## src/rtl/w_writeback.sv

```systemverilog
// W-stage write-back unit: latches M-stage results, extends load data and drives
// the register-file write port, forwarding values, retire counter and AdEL flag.
module w_writeback #(
    parameter logic [31:0] PC_RESET = 32'h0000_3000,
    parameter int          CNT_W    = 32
) (
    input  logic             Clk,
    input  logic             Reset,
    input  logic             Stall,
    input  logic             Flush,
    input  logic             M_Valid,
    input  logic             M_RFWr,
    input  logic [4:0]       M_A3,
    input  logic [2:0]       M_WDSel,
    input  logic [2:0]       M_LdType,
    input  logic [31:0]      M_ALUOut,
    input  logic [31:0]      M_DMRD,
    input  logic [31:0]      M_HILO,
    input  logic [31:0]      M_PC,
    output logic             RFWr,
    output logic [4:0]       A3,
    output logic [31:0]      WD,
    output logic [31:0]      PC,
    output logic             W_Valid,
    output logic             AdEL,
    output logic [CNT_W-1:0] RetireCnt
);

    logic             w_valid_reg;
    logic             rfwr_reg;
    logic [4:0]       a3_reg;
    logic [2:0]       wdsel_reg;
    logic [2:0]       ldtype_reg;
    logic [31:0]      aluout_reg;
    logic [31:0]      dmrd_reg;
    logic [31:0]      hilo_reg;
    logic [31:0]      pc_reg;
    logic [CNT_W-1:0] retire_cnt_reg;

    logic [7:0]  byte_lane [4];
    logic [7:0]  ld_byte;
    logic [15:0] ld_half;
    logic [31:0] ld_data;
    logic        is_lw;
    logic        is_lh;
    logic        adel;
    logic        retire;

    always_ff @(posedge Clk or negedge Reset) begin
        if (!Reset) begin
            w_valid_reg    <= 1'b0;
            rfwr_reg       <= 1'b0;
            a3_reg         <= 5'd0;
            wdsel_reg      <= 3'd0;
            ldtype_reg     <= 3'd0;
            aluout_reg     <= 32'd0;
            dmrd_reg       <= 32'd0;
            hilo_reg       <= 32'd0;
            pc_reg         <= PC_RESET;
            retire_cnt_reg <= '0;
        end else begin
            if (Flush) begin
                w_valid_reg <= 1'b0;
                rfwr_reg    <= 1'b0;
                a3_reg      <= 5'd0;
                wdsel_reg   <= 3'd0;
                ldtype_reg  <= 3'd0;
                aluout_reg  <= 32'd0;
                dmrd_reg    <= 32'd0;
                hilo_reg    <= 32'd0;
                pc_reg      <= PC_RESET;
            end else if (!Stall) begin
                w_valid_reg <= M_Valid;
                rfwr_reg    <= M_RFWr;
                a3_reg      <= M_A3;
                wdsel_reg   <= M_WDSel;
                ldtype_reg  <= M_LdType;
                aluout_reg  <= M_ALUOut;
                dmrd_reg    <= M_DMRD;
                hilo_reg    <= M_HILO;
                pc_reg      <= M_PC;
            end
            if (retire) begin
                retire_cnt_reg <= retire_cnt_reg + 1'b1;
            end
        end
    end

    generate
        for (genvar gi = 0; gi < 4; gi++) begin : g_lane
            assign byte_lane[gi] = dmrd_reg[8*gi +: 8];
        end
    endgenerate

    assign ld_byte = byte_lane[aluout_reg[1:0]];
    assign ld_half = aluout_reg[1] ? dmrd_reg[31:16] : dmrd_reg[15:0];

    always_comb begin
        ld_data = dmrd_reg;
        case (ldtype_reg)
            3'd1:    ld_data = {{24{ld_byte[7]}}, ld_byte};
            3'd2:    ld_data = {24'd0, ld_byte};
            3'd3:    ld_data = {{16{ld_half[15]}}, ld_half};
            3'd4:    ld_data = {16'd0, ld_half};
            default: ld_data = dmrd_reg;
        endcase
    end

    // Undefined load types behave as lw, so they take the word alignment rule.
    assign is_lh = (ldtype_reg == 3'd3) || (ldtype_reg == 3'd4);
    assign is_lw = !is_lh && (ldtype_reg != 3'd1) && (ldtype_reg != 3'd2);
    assign adel  = w_valid_reg && (wdsel_reg == 3'd1) &&
                   ((is_lw && (aluout_reg[1:0] != 2'd0)) || (is_lh && aluout_reg[0]));

    always_comb begin
        WD = 32'd0;
        if (w_valid_reg) begin
            case (wdsel_reg)
                3'd0:    WD = aluout_reg;
                3'd1:    WD = ld_data;
                3'd2:    WD = pc_reg + 32'd8;
                3'd3:    WD = hilo_reg;
                default: WD = 32'd0;
            endcase
        end
    end

    // A flush still lets the outgoing instruction count, even under stall.
    assign retire    = w_valid_reg && !adel && (Flush || !Stall);

    assign RFWr      = w_valid_reg && rfwr_reg && (a3_reg != 5'd0) && !adel;
    assign A3        = RFWr ? a3_reg : 5'd0;
    assign PC        = pc_reg;
    assign W_Valid   = w_valid_reg;
    assign AdEL      = adel;
    assign RetireCnt = retire_cnt_reg;

endmodule

```

## config.mk

```make
export PLATFORM = sky130hd
export DESIGN_NAME = w_writeback
export DESIGN_NICKNAME = d
export VERILOG_FILES = /design/src/rtl/w_writeback.sv
export SDC_FILE = /design/constraint.sdc
export NUM_CORES = 1
export LEC_CHECK = 0
export CORE_MARGIN = 2
export CORE_UTILIZATION = 30
export CTS_CLUSTER_SIZE = 8
export DETAILED_ROUTE_END_ITERATION = 12
export GPL_TIMING_DRIVEN = 0
export PLACE_DENSITY = 0.55
export SYNTH_ARGS = -nofsm -noshare
export SYNTH_HDL_FRONTEND = slang
export SYNTH_SLANG_ARGS = --single-unit
export TNS_END_PERCENT = 1
```

## constraint.sdc

```tcl
create_clock -name Clk -period 2.22 [get_ports Clk]
set_input_delay 0.444 -clock Clk [delete_from_list [all_inputs] [get_ports Clk]]
set_output_delay 0.444 -clock Clk [all_outputs]
set_load 0.005 [all_outputs]
```

# Word-level counts from Yosys, hierarchy flattened
# Cells that the tools add are included.
[classes] n_addsub=2 n_lt_le_gt_ge=1 eq_ne=10 n_mux=26 bitwise=1 reduce_logical=20
[op_table] operator="32-bit two-way mux" count=9
[op_table] operator="32-bit one-hot mux with 4 select lines" count=2
[op_table] operator="32-bit by 1-bit adder with 32-bit output (second input constant)" count=1
[op_table] operator="32-bit by 4-bit adder with 32-bit output (second input constant)" count=1
[op_table] operator="8-bit binary-select mux with 2-bit select" count=1
[op_table] operator="16-bit two-way mux" count=1
[op_table] operator="8-bit two-way mux" count=2
[op_table] operator="5-bit two-way mux" count=3
[op_table] operator="3-bit by 2-bit == test with 1-bit output (second input constant)" count=4
[op_table] operator="3-bit two-way mux" count=4
[op_table] operator="1-bit logical AND" count=11
[op_table] operator="3-bit by 1-bit == test with 1-bit output (second input constant)" count=2
[op_table] operator="5-bit nonzero test" count=1
[op_table] operator="1-bit two-way mux" count=4
[op_table] operator="3-bit == test (second input constant)" count=1
[op_table] operator="3-bit >= comparator (second input constant)" count=1
[op_table] operator="1-bit logical NOT" count=3
[op_table] operator="3-bit logical NOT" count=1
[op_table] operator="1-bit logical OR" count=3
[op_table] operator="3-bit by 1-bit inequality test with 1-bit output (second input constant)" count=1
[op_table] operator="3-bit by 2-bit inequality test with 1-bit output (second input constant)" count=1
[op_table] operator="2-bit NOT with 3-bit output" count=1
[op_table] operator="2-bit by 1-bit inequality test with 1-bit output (second input constant)" count=1
[op_table] operator="2-bit nonzero test" count=1
[totals] register_bits=173 inputBits=145 word_cells=70

# Logic depth before layout (Yosys ltp)
# Gate-level depths: netlist of the first run.
[depth] word_depth=11 ltp_mapped=8

# Worst setup path before layout of the first run
# OpenSTA, ideal clock, no wires.
[synth_timing] kind="register to output" startpoint="register pc_reg[13], in the netlist PC[13]" endpoint="output port WD[29]" arrival_time_ns=1.841 path_slack_ns=-0.065 path_stages_with_launch=8 path_cell_list="dfstp_2 -> nand4_2 -> or4_4 -> buf_6 -> buf_8 -> nor4_4 -> o21ai_1 -> a31oi_1"
[synth_between] elab_chain_cells=3
[synth_lines] item="from (decl)" line="37" rtl="logic [31:0] pc_reg;"
[synth_lines] item="from (signal assigned)" line="59" rtl="pc_reg <= PC_RESET;"
[synth_lines] item="from (signal assigned)" line="71" rtl="pc_reg <= PC_RESET;"
[synth_lines] item="from (signal assigned)" line="81" rtl="pc_reg <= M_PC;"
[synth_lines] item="32-bit by 4-bit adder with 32-bit output" line="121" rtl="3'd2: WD = pc_reg + 32'd8;"
[synth_lines] item="32-bit one-hot mux with 4 select lines" line="118" rtl="case (wdsel_reg)"
[synth_lines] item="32-bit two-way mux" line="117" rtl="if (w_valid_reg) begin"
[synth_lines] item="to (decl)" line="22" rtl="output logic [31:0] WD,"
# No other way between the ends.

# Final worst setup path of the first run
[layout_timing] startpoint="register wdsel_reg[1]" endpoint="output port WD[12]"
[layout_between] elab_chain_cells=3 elab_cells_between_ends=6 classes_between="eq/ne: 3; mux: 2; reduce/logical: 1"
[layout_lines] item="from (decl)" line="32" rtl="logic [2:0] wdsel_reg;"
[layout_lines] item="from (signal assigned)" line="76" rtl="wdsel_reg <= M_WDSel;"
[layout_lines] item="3-bit by 2-bit == test with 1-bit output (tied with other cells)" line="118"
[layout_lines] item="32-bit one-hot mux with 4 select lines (*)" line="118"
[layout_lines] item="32-bit two-way mux (*)" line="117"
# Mark *: on every way between the ends. The rest lies on a longest branch, timed or not.

==> results of run 1 <==
[cell families after synthesis]
kind of cell / synth area share, %
simple gates: 15.9
compound gates: 13.6
flops: 45.3
mux: 16.4
buf+inv: 3.96
xor+xnor: 4.40
fa+ha+maj: 0.366
[layer usage]
layer | global-route usage, % | part of all wire (%) | vias up
li1 | - | - | 4112
met3 | 5.17 | 7.0 | 37
met1 | 29.3 | 44 | 4423
met2 | 34.9 | 47 | 343
met5 | 0 | 0.036 | -
met4 | 5.94 | 1.8 | 2
[final cells by class]
cell class / instances / area share [%]
clock inverter: 14 / 1.24
buffer: 71 / 3.14
timing repair buffer: 270 / 18.7
inverter: 14 / 0.377
sequential: 173 / 31.1
multi-input combinational: 709 / 38.6
antenna: 1 / 0.0180
tap: 402 / 3.61
clock buffer: 18 / 3.08
[where the power goes]
| part | internal (mW) | switching, mW | total [mW] |
|---|---|---|---|
| sequential | 3.34 | 0.240 | 3.58 |
| clock | 1.62 | 1.50 | 3.12 |
| combinational | 0.802 | 0.780 | 1.58 |
| total | 5.75 | 2.52 | 8.28 |
[critical path: cells and delay by family, from the launching register on]
| family | cells | cell delay, ns |
|---|---|---|
| buf+inv | 3 | 0.68 |
| simple gates | 2 | 0.19 |
| flops | 1 | 0.45 |
| compound gates | 2 | 0.95 |
[layout by cell type, fill, tap and decap left out, types with 17 or more instances in the layout]
cell type and instances:
clkdlybuf4s50_1 213, dfrtp_1 166, a21oi_1 27, a22oi_1 25
buf_4 26, nand2_1 36, clkbuf_16 17, nor2_1 159
nand4_1 20, xnor2_1 34, clkbuf_1 22, nand3_1 23
mux2i_1 147
[worst paths after layout]
path | endpoint | cells after the start | from | slack (ns)
setup / recovery | WD[12] | 7 | wdsel_reg[1]$_DFFE_PN0P_ | -0.93
hold / removal | RetireCnt[31]$_DFFE_PN0P_ | 1 | RetireCnt[31]$_DFFE_PN0P_ | 0.47
setup reg to reg | RetireCnt[22]$_DFFE_PN0P_ | 7 | ldtype_reg[0]$_DFFE_PN0P_ | 0.15
hold reg to reg | RetireCnt[31]$_DFFE_PN0P_ | 1 | RetireCnt[31]$_DFFE_PN0P_ | 0.47
max in group asynchronous | wdsel_reg[2]$_DFFE_PN0P_ | 3 | Reset | 0.71
min in group asynchronous | RetireCnt[15]$_DFFE_PN0P_ | 2 | Reset | 0.54
[what timing repair did]
item,CTS,global route
pin swaps,34,18
endpoints found under the setup margin,144,143
setup buffers,19,3
endpoints found under the hold margin,26,0
resized for setup,208,40
hold buffers,1,0
gates cloned,0,0
==> results.sh, run 1 <==
export IMPL_violations="setup timing"
export IMPL_fin_tns_setup_ns=-29.18
export IMPL_slew_viol_final=0
export IMPL_yosysSeqAreaShare_pct=45.3
export IMPL_tritoncts="built"
export IMPL_max_slew_margin_pct=39.6
export IMPL_cts_buffers=17
export IMPL_synth_nets=1119
export IMPL_synth_flop_cell="dfrtp_1"
export IMPL_crit_path_cell_trace="clkbuf_4 > nand2_2 > nor2_1 > buf_4 > a222oi_1 > o32ai_4 > clkdlybuf4s15_1"
export IMPL_rsz0062_at_grt="yes"
export IMPL_fmax_mhz=317
export IMPL_cpPeakStageDelay_ns=0.74
export IMPL_startpoint_type="flip-flop"
export IMPL_io_pins=249
export IMPL_final_layout_size_suffix_gt1_share_pct=16.2
export IMPL_setup_slack_ns=-0.934
export IMPL_gp_congestion=0.918
export IMPL_avgSynthCellArea_um2=9.84
export IMPL_fp_dieW_um=183
export IMPL_synthTopCellsByArea="dfrtp_1 (45%), mux2i_1 (15%), nor2_1 (6.3%)"
export IMPL_period_needed_ns=3.15
export IMPL_grt_overflow=0
export IMPL_cellLeakagePower_nw=5.90
export IMPL_synth_cell_types=67
export IMPL_final_cell_count_no_fill=1672
export IMPL_max_cap_violations=0
export IMPL_dr_pass1_iters=6
export IMPL_synthCells=972
export IMPL_wl_per_cell_um=21.7
export IMPL_final_seq_area_mm2=0.00434
export IMPL_via_per_inst=5.33
export IMPL_synthArstFlopShare_pct=100
export IMPL_die_area_mm2=0.0333
export IMPL_post_route_util_pct=44.3
export IMPL_drt_iter0_markers=663
export IMPL_stdcell_area_mm2=0.0139
export IMPL_place_hpwl_mm=27.0
export IMPL_powerDensity_mw_per_mm2=594
export IMPL_fp_dieH_um=183
export IMPL_place_ws_ns=-1.24
export IMPL_yosysTopAreaCellShare_pct=44.8
export IMPL_rows=65
export IMPL_slowest_stage="a222oi_1"
export IMPL_first_global_vias=8751
export IMPL_multi_input_area_mm2=0.00538
export IMPL_place_area_mm2=0.0126
export IMPL_drcViolationCount=0
export IMPL_antenna_found_initial=3
export IMPL_ys_seq_elements=173
export IMPL_synth_cell_area_mm2=0.00956
export IMPL_ys_warn_count=0
export IMPL_setup_viol=40
export IMPL_synth_common_cells="dfrtp_1 (171), nor2_1 (160), mux2i_1 (147)"
export IMPL_dp_cells=1621
export IMPL_cts_root_buf="clkbuf_16"
export IMPL_clock_latency_ns=0.44
export IMPL_path_clk_slew_ns=0.07
export IMPL_required_ns=1.78
export IMPL_clock_path_buffers=2
export IMPL_report_final_hold_viol_count=0
export IMPL_clock_sinks=173
export IMPL_critPathMaxFanout=10
export IMPL_cp_arrival_ns=2.71
export IMPL_final_antenna_net_count=0
export IMPL_num_vias=8917
export IMPL_synth_edf_count=0
export IMPL_criticalPathCategory="flip-flop to output pin"
export IMPL_layout_nets=1403
export IMPL_core_area_mm2=0.0315
export IMPL_yosysTopAreaCell="dfrtp_1"
export IMPL_status="finished with violations"
export IMPL_synth_most_common_cell="dfrtp_1"
export IMPL_ir_worst_vdd_v=0.000520
export IMPL_cts_max_level=4
export IMPL_period_share_pct=142
export IMPL_end_kind="output pin"
export IMPL_port_buffers=246
export IMPL_grt_pass1_wl_mm=54.3
export IMPL_syn2layout_area_growth_pct=45.7
export IMPL_worst_pin_slew_ns=0.906
export IMPL_fillers=3075
export IMPL_whs_ns=0.474
export IMPL_finClkSkew_ns=0.0129
export IMPL_min_path_type="flip-flop to flip-flop"
export IMPL_wirelength_mm=36.3
export IMPL_grt_usage_pct=21.7
export IMPL_finalPower_mw=8.28
export IMPL_grt_max_degree=105
export IMPL_start_util_pct=30.4
No activity file was read; power rests on OpenSTA's default activity.
==> inputs of run 2 (changes only) <==
--- a/config.mk
+++ b/config.mk
@@ -14,4 +14,4 @@
 export SYNTH_ARGS = -nofsm -noshare
 export SYNTH_HDL_FRONTEND = slang
 export SYNTH_SLANG_ARGS = --single-unit
-export TNS_END_PERCENT = 1
+export TNS_END_PERCENT = 50
==> results.sh, run 2 (synthesis gave the netlist of run 1 again) <==
export IMPL_rows=65
export IMPL_dr_pass1_iters=5
export IMPL_clock_path_buffers=2
export IMPL_r2r_start="ldtype_reg[0]$_DFFE_PN0P_"
export IMPL_crit_path_cell_trace="nand4_4 > or4_4 > buf_12 > nor4_1 > o21ai_1 > a31oi_1 > buf_2"
export IMPL_place_ws_ns=-1.06
export IMPL_crit_buf_inv=2
export IMPL_via_per_inst=5.25
export IMPL_status="finished with violations"
export IMPL_io_pins=249
export IMPL_cpPeakStageDelay_ns=0.61
export IMPL_min_path_type="flip-flop to flip-flop"
export IMPL_grt_max_degree=116
export IMPL_wl_per_cell_um=21.3
export IMPL_clock_latency_ns=0.45
export IMPL_powerDensity_mw_per_mm2=586
export IMPL_cellLeakagePower_nw=6.17
export IMPL_drcViolationCount=0
export IMPL_fmax_mhz=318
export IMPL_drt_iter0_markers=561
export IMPL_setup_slack_ns=-0.921
export IMPL_antenna_found_initial=3
export IMPL_syn2layout_area_growth_pct=50.7
export IMPL_final_layout_size_suffix_gt1_share_pct=22.4
export IMPL_period_share_pct=141
export IMPL_post_route_util_pct=45.8
export IMPL_start_util_pct=30.4
export IMPL_wirelength_mm=36.5
export IMPL_startpoint_type="flip-flop"
export IMPL_die_area_mm2=0.0333
export IMPL_period_needed_ns=3.14
export IMPL_grt_usage_pct=21.6
export IMPL_criticalPathCategory="flip-flop to output pin"
export IMPL_port_buffers=246
export IMPL_hp_start="RetireCnt[31]$_DFFE_PN0P_"
export IMPL_gp_congestion=0.918
export IMPL_critPathTopFamily="simple AND/OR/NAND/NOR gates"
export IMPL_cp_arrival_ns=2.70
export IMPL_setup_viol=42
export IMPL_place_hpwl_mm=26.9
export IMPL_fp_dieW_um=183
export IMPL_final_common_cell="clkdlybuf4s50_1"
export IMPL_cts_max_level=4
export IMPL_final_cell_mix="clkdlybuf4s50_1 (208), dfrtp_1 (156), nor2_1 (156)"
export IMPL_max_cap_violations=0
export IMPL_path_clk_slew_ns=0.07
export IMPL_final_antenna_net_count=0
export IMPL_fp_dieH_um=183
export IMPL_slew_viol_final=0
export IMPL_grt_overflow=0
export IMPL_violations="setup timing"
export IMPL_critPathMaxFanout=9
export IMPL_max_slew_margin_pct=40.2
export IMPL_crit_start="PC[12]$_DFFE_PN1P_"
export IMPL_end_kind="output pin"
export IMPL_report_final_hold_viol_count=0
export IMPL_clock_sinks=173
export IMPL_core_area_mm2=0.0315
export IMPL_rsz0062_at_grt="yes"
export IMPL_finClkSkew_ns=0.0173
export IMPL_grt_pass1_wl_mm=54.7
export IMPL_required_ns=1.78
export IMPL_num_vias=8986
export IMPL_slowest_stage="dfstp_2"
export IMPL_cts_root_buf="clkbuf_16"
export IMPL_ir_worst_vdd_v=0.000505
export IMPL_first_global_vias=8959
export IMPL_worst_pin_slew_ns=0.897
export IMPL_cts_buffers=17
export IMPL_layout_nets=1441
export IMPL_tritoncts="built"
==> run 2: cell types whose count changed in the layout (fill, tap and decap cells not counted), sizes merged, moves of 2 or more <==
cell           delta
clkinvlp          +2
clkdlybuf4s50     -5
dlygate4sd2       -9
buf              +58
clkdlybuf4s15     -6
==> run 2: final cells by class <==
type | instances | area [um2]
multi-input cells | 709 | 5480
inverters | 14 | 60.1
flip-flops and latches | 173 | 4350
well taps | 402 | 503
plain buffers | 71 | 504
clock buffers | 17 | 425
repair buffers | 308 | 2900
fillers | 2982 | 17100
diodes | 2 | 5.00
clock inverters | 15 | 191
==> run 2: worst paths after layout <==
path,slack (ns),cells after the start,to
hold reg to reg,0.47,1,RetireCnt[31]$_DFFE_PN0P_
max in group asynchronous,0.68,3,PC[14]$_DFFE_PN0P_
hold / removal,0.47,1,RetireCnt[31]$_DFFE_PN0P_
setup reg to reg,-0.01,9,RetireCnt[21]$_DFFE_PN0P_
setup / recovery,-0.92,7,WD[26]
min in group asynchronous,0.51,2,RetireCnt[10]$_DFFE_PN0P_
==> run 2: through the flow <==
stage | cells | hold WS (ns) | area, um2 | power, mW | setup TNS (ns)
final | 1711 | 0.474 | 14400 | 8.45 | -25.74
after CTS | 1696 | 0.480 | 14100 | 8.43 | -25.67
after floorplan | 972 | 0.148 | 9570 | 4.23 | -0.113
after detailed placement | 1621 | 0.406 | 12600 | 5.05 | -89.04
after global routing | 1709 | 0.514 | 14400 | 8.78 | -30.52
after global placement | 1620 | 0.462 | 12500 | 5.04 | -1255.34
==> run 2: power breakdown <==
part / total (mW) / internal [mW] / switching [mW]
Sequential: 3.57 / 3.34 / 0.235
Combinational: 1.69 / 0.884 / 0.808
Clock: 3.18 / 1.63 / 1.55
Total: 8.45 / 5.85 / 2.60
==> run 2: timing repair <==
action | 4_1_cts | 5_1_grt
gates cloned | 1 | 0
hold buffers | 1 | 0
pin swaps | 62 | 38
setup endpoints to repair | 140 | 64
endpoints found under the hold margin | 57 | 0
setup buffers | 45 | 14
resized for setup | 324 | 57
==> run 2: routing by layer <==
layer	wire, um	up-vias	track usage, %
met5	25	-	0
met2	17700	275	36.0
met1	15900	4490	28.3
met4	661	4	5.58
li1	-	4176	-
met3	2170	41	5.09
==> run 2: worst register-to-register path, delay by kind of cell (launching register included) <==
kind	cells	cell delay (ns)
simple gates	2	0.55
flops	1	0.41
xor+xnor	1	0.16
compound gates	2	0.52
buf+inv	4	0.49
